[config.mk]
export PLATFORM = sky130hd
export DESIGN_NAME = serial_neg_deserializer
export DESIGN_NICKNAME = d
export VERILOG_FILES = /design/src/rtl/serial_neg_deserializer.sv
export SDC_FILE = /design/constraint.sdc
export NUM_CORES = 1
export LEC_CHECK = 0
export ABC_AREA = 1
export CAP_MARGIN = 20
export CORE_MARGIN = 2
export CORE_UTILIZATION = 51
export DETAILED_ROUTE_END_ITERATION = 12
export GPL_TIMING_DRIVEN = 0
export PLACE_DENSITY_LB_ADDON = 0.15
export SLEW_MARGIN = 0
export SYNTH_ARGS = -nofsm -noshare
export SYNTH_HDL_FRONTEND = slang
export SYNTH_SLANG_ARGS = --single-unit
[constraint.sdc]
create_clock -name clk -period 2.3 [get_ports clk]
set_input_delay 0.345 -clock clk [delete_from_list [all_inputs] [get_ports clk]]
set_output_delay 0.345 -clock clk [all_outputs]
set_load 0.1 [all_outputs]
[src/rtl/serial_neg_deserializer.sv]
// Serial two's-complement negation receiver: negates an LSB-first framed bit
// stream on the fly and presents each completed word on a registered parallel port.
module serial_neg_deserializer #(
  parameter int WIDTH = 8
) (
  input  logic             clk,
  input  logic             rst_n,
  input  logic             x,
  input  logic             x_valid,
  input  logic             x_sof,
  output logic [WIDTH-1:0] z,
  output logic             z_valid,
  output logic             ovf,
  output logic             frame_err
);

  localparam int CW = (WIDTH > 2) ? $clog2(WIDTH) : 1;
  localparam logic [CW-1:0] LAST_POS = CW'(WIDTH - 1);

  typedef enum logic [1:0] {
    IDLE   = 2'd0,
    COPY   = 2'd1,
    INVERT = 2'd2
  } state_t;

  state_t           state_q, state_d;
  logic [CW-1:0]    cnt_q, cnt_d;
  logic [WIDTH-1:0] sr_q, sr_d;
  logic [WIDTH-1:0] z_q, z_d;
  logic             z_valid_q, z_valid_d;
  logic             ovf_q, ovf_d;
  logic             frame_err_q, frame_err_d;

  logic             take_s;
  logic             start_s;
  logic             copy_mode_s;
  logic             bit_s;
  logic [CW-1:0]    pos_s;
  logic [WIDTH-1:0] shifted_s;

  // Next-state logic: framing decisions, per-bit negation rule and word assembly.
  always_comb begin
    state_d     = state_q;
    cnt_d       = cnt_q;
    sr_d        = sr_q;
    z_d         = z_q;
    z_valid_d   = 1'b0;
    ovf_d       = 1'b0;
    frame_err_d = 1'b0;
    take_s      = 1'b0;
    start_s     = 1'b0;

    case (state_q)
      IDLE: begin
        if (x_valid && x_sof) begin
          take_s  = 1'b1;
          start_s = 1'b1;
        end else if (x_valid) begin
          frame_err_d = 1'b1;
        end else begin
          take_s = 1'b0;
        end
      end
      COPY, INVERT: begin
        if (x_valid) begin
          take_s = 1'b1;
          // A start strobe mid-word drops the partial word and restarts at bit 0.
          if (x_sof) begin
            start_s     = 1'b1;
            frame_err_d = 1'b1;
          end else begin
            start_s = 1'b0;
          end
        end else begin
          take_s = 1'b0;
        end
      end
      default: begin
        state_d = IDLE;
        cnt_d   = {CW{1'b0}};
        sr_d    = {WIDTH{1'b0}};
      end
    endcase

    copy_mode_s = start_s | (state_q == COPY);
    pos_s       = start_s ? {CW{1'b0}} : cnt_q;
    bit_s       = copy_mode_s ? x : ~x;
    shifted_s   = {bit_s, sr_q[WIDTH-1:1]};

    if (take_s && (pos_s == LAST_POS)) begin
      z_d       = shifted_s;
      z_valid_d = 1'b1;
      // Still copying at the MSB means every lower bit was 0: the most-negative value.
      ovf_d     = copy_mode_s & x;
      state_d   = IDLE;
      cnt_d     = {CW{1'b0}};
      sr_d      = {WIDTH{1'b0}};
    end else if (take_s) begin
      sr_d    = shifted_s;
      cnt_d   = pos_s + CW'(1);
      state_d = (copy_mode_s && !x) ? COPY : INVERT;
    end else begin
      cnt_d = cnt_q;
    end
  end

  // State and output registers.
  always_ff @(posedge clk or negedge rst_n) begin
    if (!rst_n) begin
      state_q     <= IDLE;
      cnt_q       <= {CW{1'b0}};
      sr_q        <= {WIDTH{1'b0}};
      z_q         <= {WIDTH{1'b0}};
      z_valid_q   <= 1'b0;
      ovf_q       <= 1'b0;
      frame_err_q <= 1'b0;
    end else begin
      state_q     <= state_d;
      cnt_q       <= cnt_d;
      sr_q        <= sr_d;
      z_q         <= z_d;
      z_valid_q   <= z_valid_d;
      ovf_q       <= ovf_d;
      frame_err_q <= frame_err_d;
    end
  end

  assign z         = z_q;
  assign z_valid   = z_valid_q;
  assign ovf       = ovf_q;
  assign frame_err = frame_err_q;

endmodule

# After elaboration in Yosys (flattened, before gate mapping)
# Cells that the tools add are included.
classes:
  add_sub_neg: 1
  n_mul: 0
  div_mod_pow: 0
  magnitude_cmp: 0
  n_eq_ne: 4
  shift: 0
  n_mux: 21
  n_bitwise: 3
  reduce_logical: 8
op_table:
  columns: ["operator", "n"]
  rows:
  - ["8-bit 2-to-1 mux", 3]
  - ["3-bit 2-to-1 mux", 3]
  - ["1-bit 2-to-1 mux", 8]
  - ["2-bit 2-to-1 mux", 4]
  - ["1-bit case mux with 2 select lines", 3]
  - ["3-bit by 1-bit adder with 3-bit output, second input constant", 1]
  - ["3-bit == test, second input constant", 1]
  - ["1-bit logical AND", 3]
  - ["3-bit by 1-bit inequality test with 1-bit output, second input constant", 1]
  - ["3-bit OR reduction", 1]
  - ["2-bit by 1-bit == test with 1-bit output, second input constant", 1]
  - ["2-bit == test, second input constant", 1]
  - ["2-bit logical NOT", 1]
  - ["2-bit nonzero test", 1]
  - ["2-bit OR reduction", 1]
  - ["1-bit bitwise AND", 1]
  - ["1-bit logical NOT", 1]
  - ["1-bit NOT", 1]
  - ["1-bit bitwise OR", 1]
word_totals:
  register_bits: 24
  latchBits: 0
  ram_bits: 0
  rom_bits: 0
  inputBits: 5
  out_inout_bits: 11
  wordCells: 44
  n_memories: 0

# Longest topological paths before layout
depth:
  depth_word: 8
  ltp_mapped: 13
  mapped_depth_nobuf: 12

# Worst setup path before layout
# OpenSTA, ideal clock, no wires.
synth_timing:
  kind: "reg2reg"
  from: "reg state_q[0]"
  to: "reg z_q[0] (netlist: z[0])"
  arrival_time_ns: 1.764
  required_time_ns: 2.178
  path_slack_ns: 0.414
  stages_incl_launch_ff: 13
  path_buffers: 1
  period_less_slack_ns: 1.886
  path_cell_list: "dfrtp_1 -> inv_1 -> ha_1 -> nand3_1 -> nand2_1 -> nand2_1 -> nand2_1 -> inv_1 -> ha_1 -> ha_1 -> nand3_4 -> buf_6 -> o21ai_2"
synth_between:
  elab_chain_cells: 6
synth_lines:
  columns: ["element", "line_no", "text"]
  rows:
  - ["start: declaration", "26", "state_t state_q, state_d;"]
  - ["start signal: assignment", "118", "state_q <= state_d;"]
  - ["2-bit by 1-bit == test with 1-bit output or 2-bit == test (tied branches)", "53", "case (state_q)"]
  - ["2-bit OR reduction", "53", null]
  - ["1-bit case mux with 2 select lines", "53", null]
  - ["3-bit 2-to-1 mux", "86", "pos_s = start_s ? {CW{1'b0}} : cnt_q;"]
  - ["3-bit == test", "90", "if (take_s && (pos_s == LAST_POS)) begin"]
  - ["1-bit logical AND (*)", "90", null]
  - ["end signal: assignment", "113", "z_q <= {WIDTH{1'b0}};"]
  - ["end signal: assignment", "121", "z_q <= z_d;"]
  - ["end: declaration", "29", "logic [WIDTH-1:0] z_q, z_d;"]
# Every way passes the cells marked *; elsewhere a longest branch is shown, timed or not.
# A chain may end at the register's enable or synchronous reset.

# Worst setup path after layout
layout_timing:
  from: "reg z_q[4] (netlist: z[4])"
  to: "out z[4]"
layout_rtl:
  columns: ["element", "line_no", "text"]
  rows:
  - ["end: declaration", "11", "output logic [WIDTH-1:0] z,"]
# No word-level cell between the ends.

==> impl_metrics.yaml <==
layout:
  syn_to_final_growth_pct: 21.59
  final_cell_mix: "48 x nand2_1, 23 x dfrtp_1, 19 x inv_1"
  final_net_count: 152
  layout-drive-gt1-share_pct: 14.29
  antenna-diode-count: 0
  final_common_cell: "nand2_1"
sta:
  min_period_ps: 2174
  rsz0062_at_grt: "no"
  tightest_slew_ps: 965.3
  report.final.slew_viol_count: 0
  finalCritPeriodShare_pct: 94.51
  tns_ps: 0
  setup_violations: 0
  fmax_mhz: 460.0
  worst_slack_ps: 126.2
  max-slew-margin-rel_pct: 35.44
  hold_violations: 0
  final.setup_skew_ps: 0.9584
cts:
  numCtsBuffers: 3
  clk-insertion-delay-late_ps: 310
  path_clk_slew_ps: 120
  cts-root-buf: "clkbuf_4"
  clk_path_buf_depth: 2
  h-tree-depth: 1
  clock-sinks: 23
  hold_buffers: 0
  post_cts_buffers: 0
  cts_resized: 0
  cts_tree: "built"
setup_path:
  cp.required_ps: 1960
  crit_type: "reg -> out"
  critPathMaxFanout: 2
  reg2reg_from: "state_q[1]$_DFFE_PN0P_"
  cp_cell_sequence: "clkdlybuf4s50_1"
  slowest_delay_ps: 1140
  startpoint: "z[4]$_DFFE_PN0P_"
  worst_ep_arrival_time_ps: 1830
  critPathTopFamily: "buffers and inverters"
  startpoint_type: "flop"
  cp_slowest_cell: "clkdlybuf4s50_1"
  cp-end-kind: "output port"
  path_buf_inv: 1
yosys:
  syn_area_per_cell_sq_um: 9.175
  ys_seq_elements: 23
  yosys_warnings: 0
  synthCells: 120
  ys_seq_area_share_pct: 52.27
  syn-num-nets: 131
  ys_types: 16
  syn-cell-area_sq_um: 1101
status:
  status: "completed"
detailed_routing:
  postRouteAntennaNets: 0
  via_count: 787
  route.detailed.drc: 0
  drt_first_iter_violations: 15
  wirelength_um: 1934
  avgRoutedWirePerCell_um: 11.58
  routed_via_density: 4.713
  detail_route.first_pass.iterations: 4
global_route:
  grt_usage_pct: 18.14
  grt_pass1_vias: 803
  grt_pass1_wl_um: 3381
  antenna_found_initial: 0
  grt_overflow: 0
  grt_max_degree: 24
die:
  die_h_um: 50.47
  rows: 16
  dieArea_sq_um: 2547
  die_x_um: 50.47
  pin_count: 16
  core_region_area_sq_um: 2002
  initial_core_util_pct: 55.00
job:
  drv_cap: 0
power:
  p_per_area_nw_per_um2: 1249
  power_leakage_nw: 0.6955
  vdd_ir_drop_max_uv: 693.7
worst_hold_path:
  min_path_type: "in -> async"
placement:
  portBuffers: 15
  hpwlAfterDp_um: 1435
  gp_congestion: 0.7002
  pre_cts_slack_ps: -48.62
## metrics by stage
step	utilization (%)	cell area [sq um]	cells	hold WS (ps)	power [W]
floorplan	-	1101	120	49.41	0.001292
finish	66.88	1339	167	240.5	0.001673
global route	66.88	1339	167	227.7	0.001798
CTS	65.50	1311	166	498.3	0.001680
global placement	64.19	1285	162	463.6	0.001458
detailed placement	64.19	1285	162	468.9	0.001494
## sequential cells by signal, indices dropped and copies added (netlist names)
| name | count |
|---|---|
| z_valid | 1 |
| sr_q | 7 |
| ovf | 1 |
| z | 8 |
| state_q | 2 |
| frame_err | 1 |
| cnt_q | 3 |
## kinds of logic (layout without fill, tap and decap cells)
logic type	after synthesis	after routing	share of synthesized area, %
AND/OR/NAND/NOR	60	60	25.11
flip-flops	23	23	52.27
buffers and inverters	21	41	8.523
AO/OA/AOI/OAI	10	10	7.272
adder cells (fa/ha/maj)	6	6	6.818
## metal layers
layer,share of wire [%],global-route usage (%)
met5,0,0
met4,1.2,7.658
met3,2.8,3.869
met2,52,32.02
met1,44,21.18
## final timing paths
kind | slack [ps] | cells after the start | to
min in group clk | 500 | 2 | z[2]$_DFFE_PN0P_
max in group asynchronous | 1700 | 2 | cnt_q[2]$_DFFE_PN0P_
setup reg to reg | 160 | 12 | z[4]$_DFFE_PN0P_
hold reg to reg | 500 | 2 | z[2]$_DFFE_PN0P_
hold / removal | 240 | 1 | frame_err$_DFF_PN0_
setup / recovery | 130 | 1 | z[4]
## Yosys cell counts
library cell | instances | share of area (%)
a21oi_1 | 1 | 0.45
buf_6 | 2 | 2.0
dfrtp_1 | 23 | 52
ha_1 | 6 | 6.8
inv_1 | 19 | 6.5
nand2_1 | 48 | 16
nand2_4 | 2 | 2.0
nand3_1 | 2 | 0.91
nand3_2 | 1 | 0.91
nand3_4 | 1 | 1.6
nand3b_1 | 1 | 0.68
nor2_1 | 3 | 1.0
nor2_2 | 1 | 0.57
nor2_4 | 1 | 1.0
o21ai_0 | 1 | 0.45
o21ai_2 | 8 | 6.4
## where the power goes
group	switching [W]	internal, W	total (W)
Combinational	0.000613	0.000253	0.000866
Clock	0.000120	0.0000677	0.000188
Sequential	0.0000825	0.000537	0.000619
Total	0.000815	0.000857	0.00167
## cell type report
type / instances / area, sq um
Inverter: 19 / 71.32
Buffer: 2 / 22.52
Fill cell: 173 / 663.1
Timing Repair Buffer: 16 / 177.7
Clock buffer: 4 / 26.28
Sequential cell: 23 / 575.6
Tap cell: 27 / 33.78
Multi-Input combinational cell: 76 / 431.7
Power figures use the tool's default switching activity.
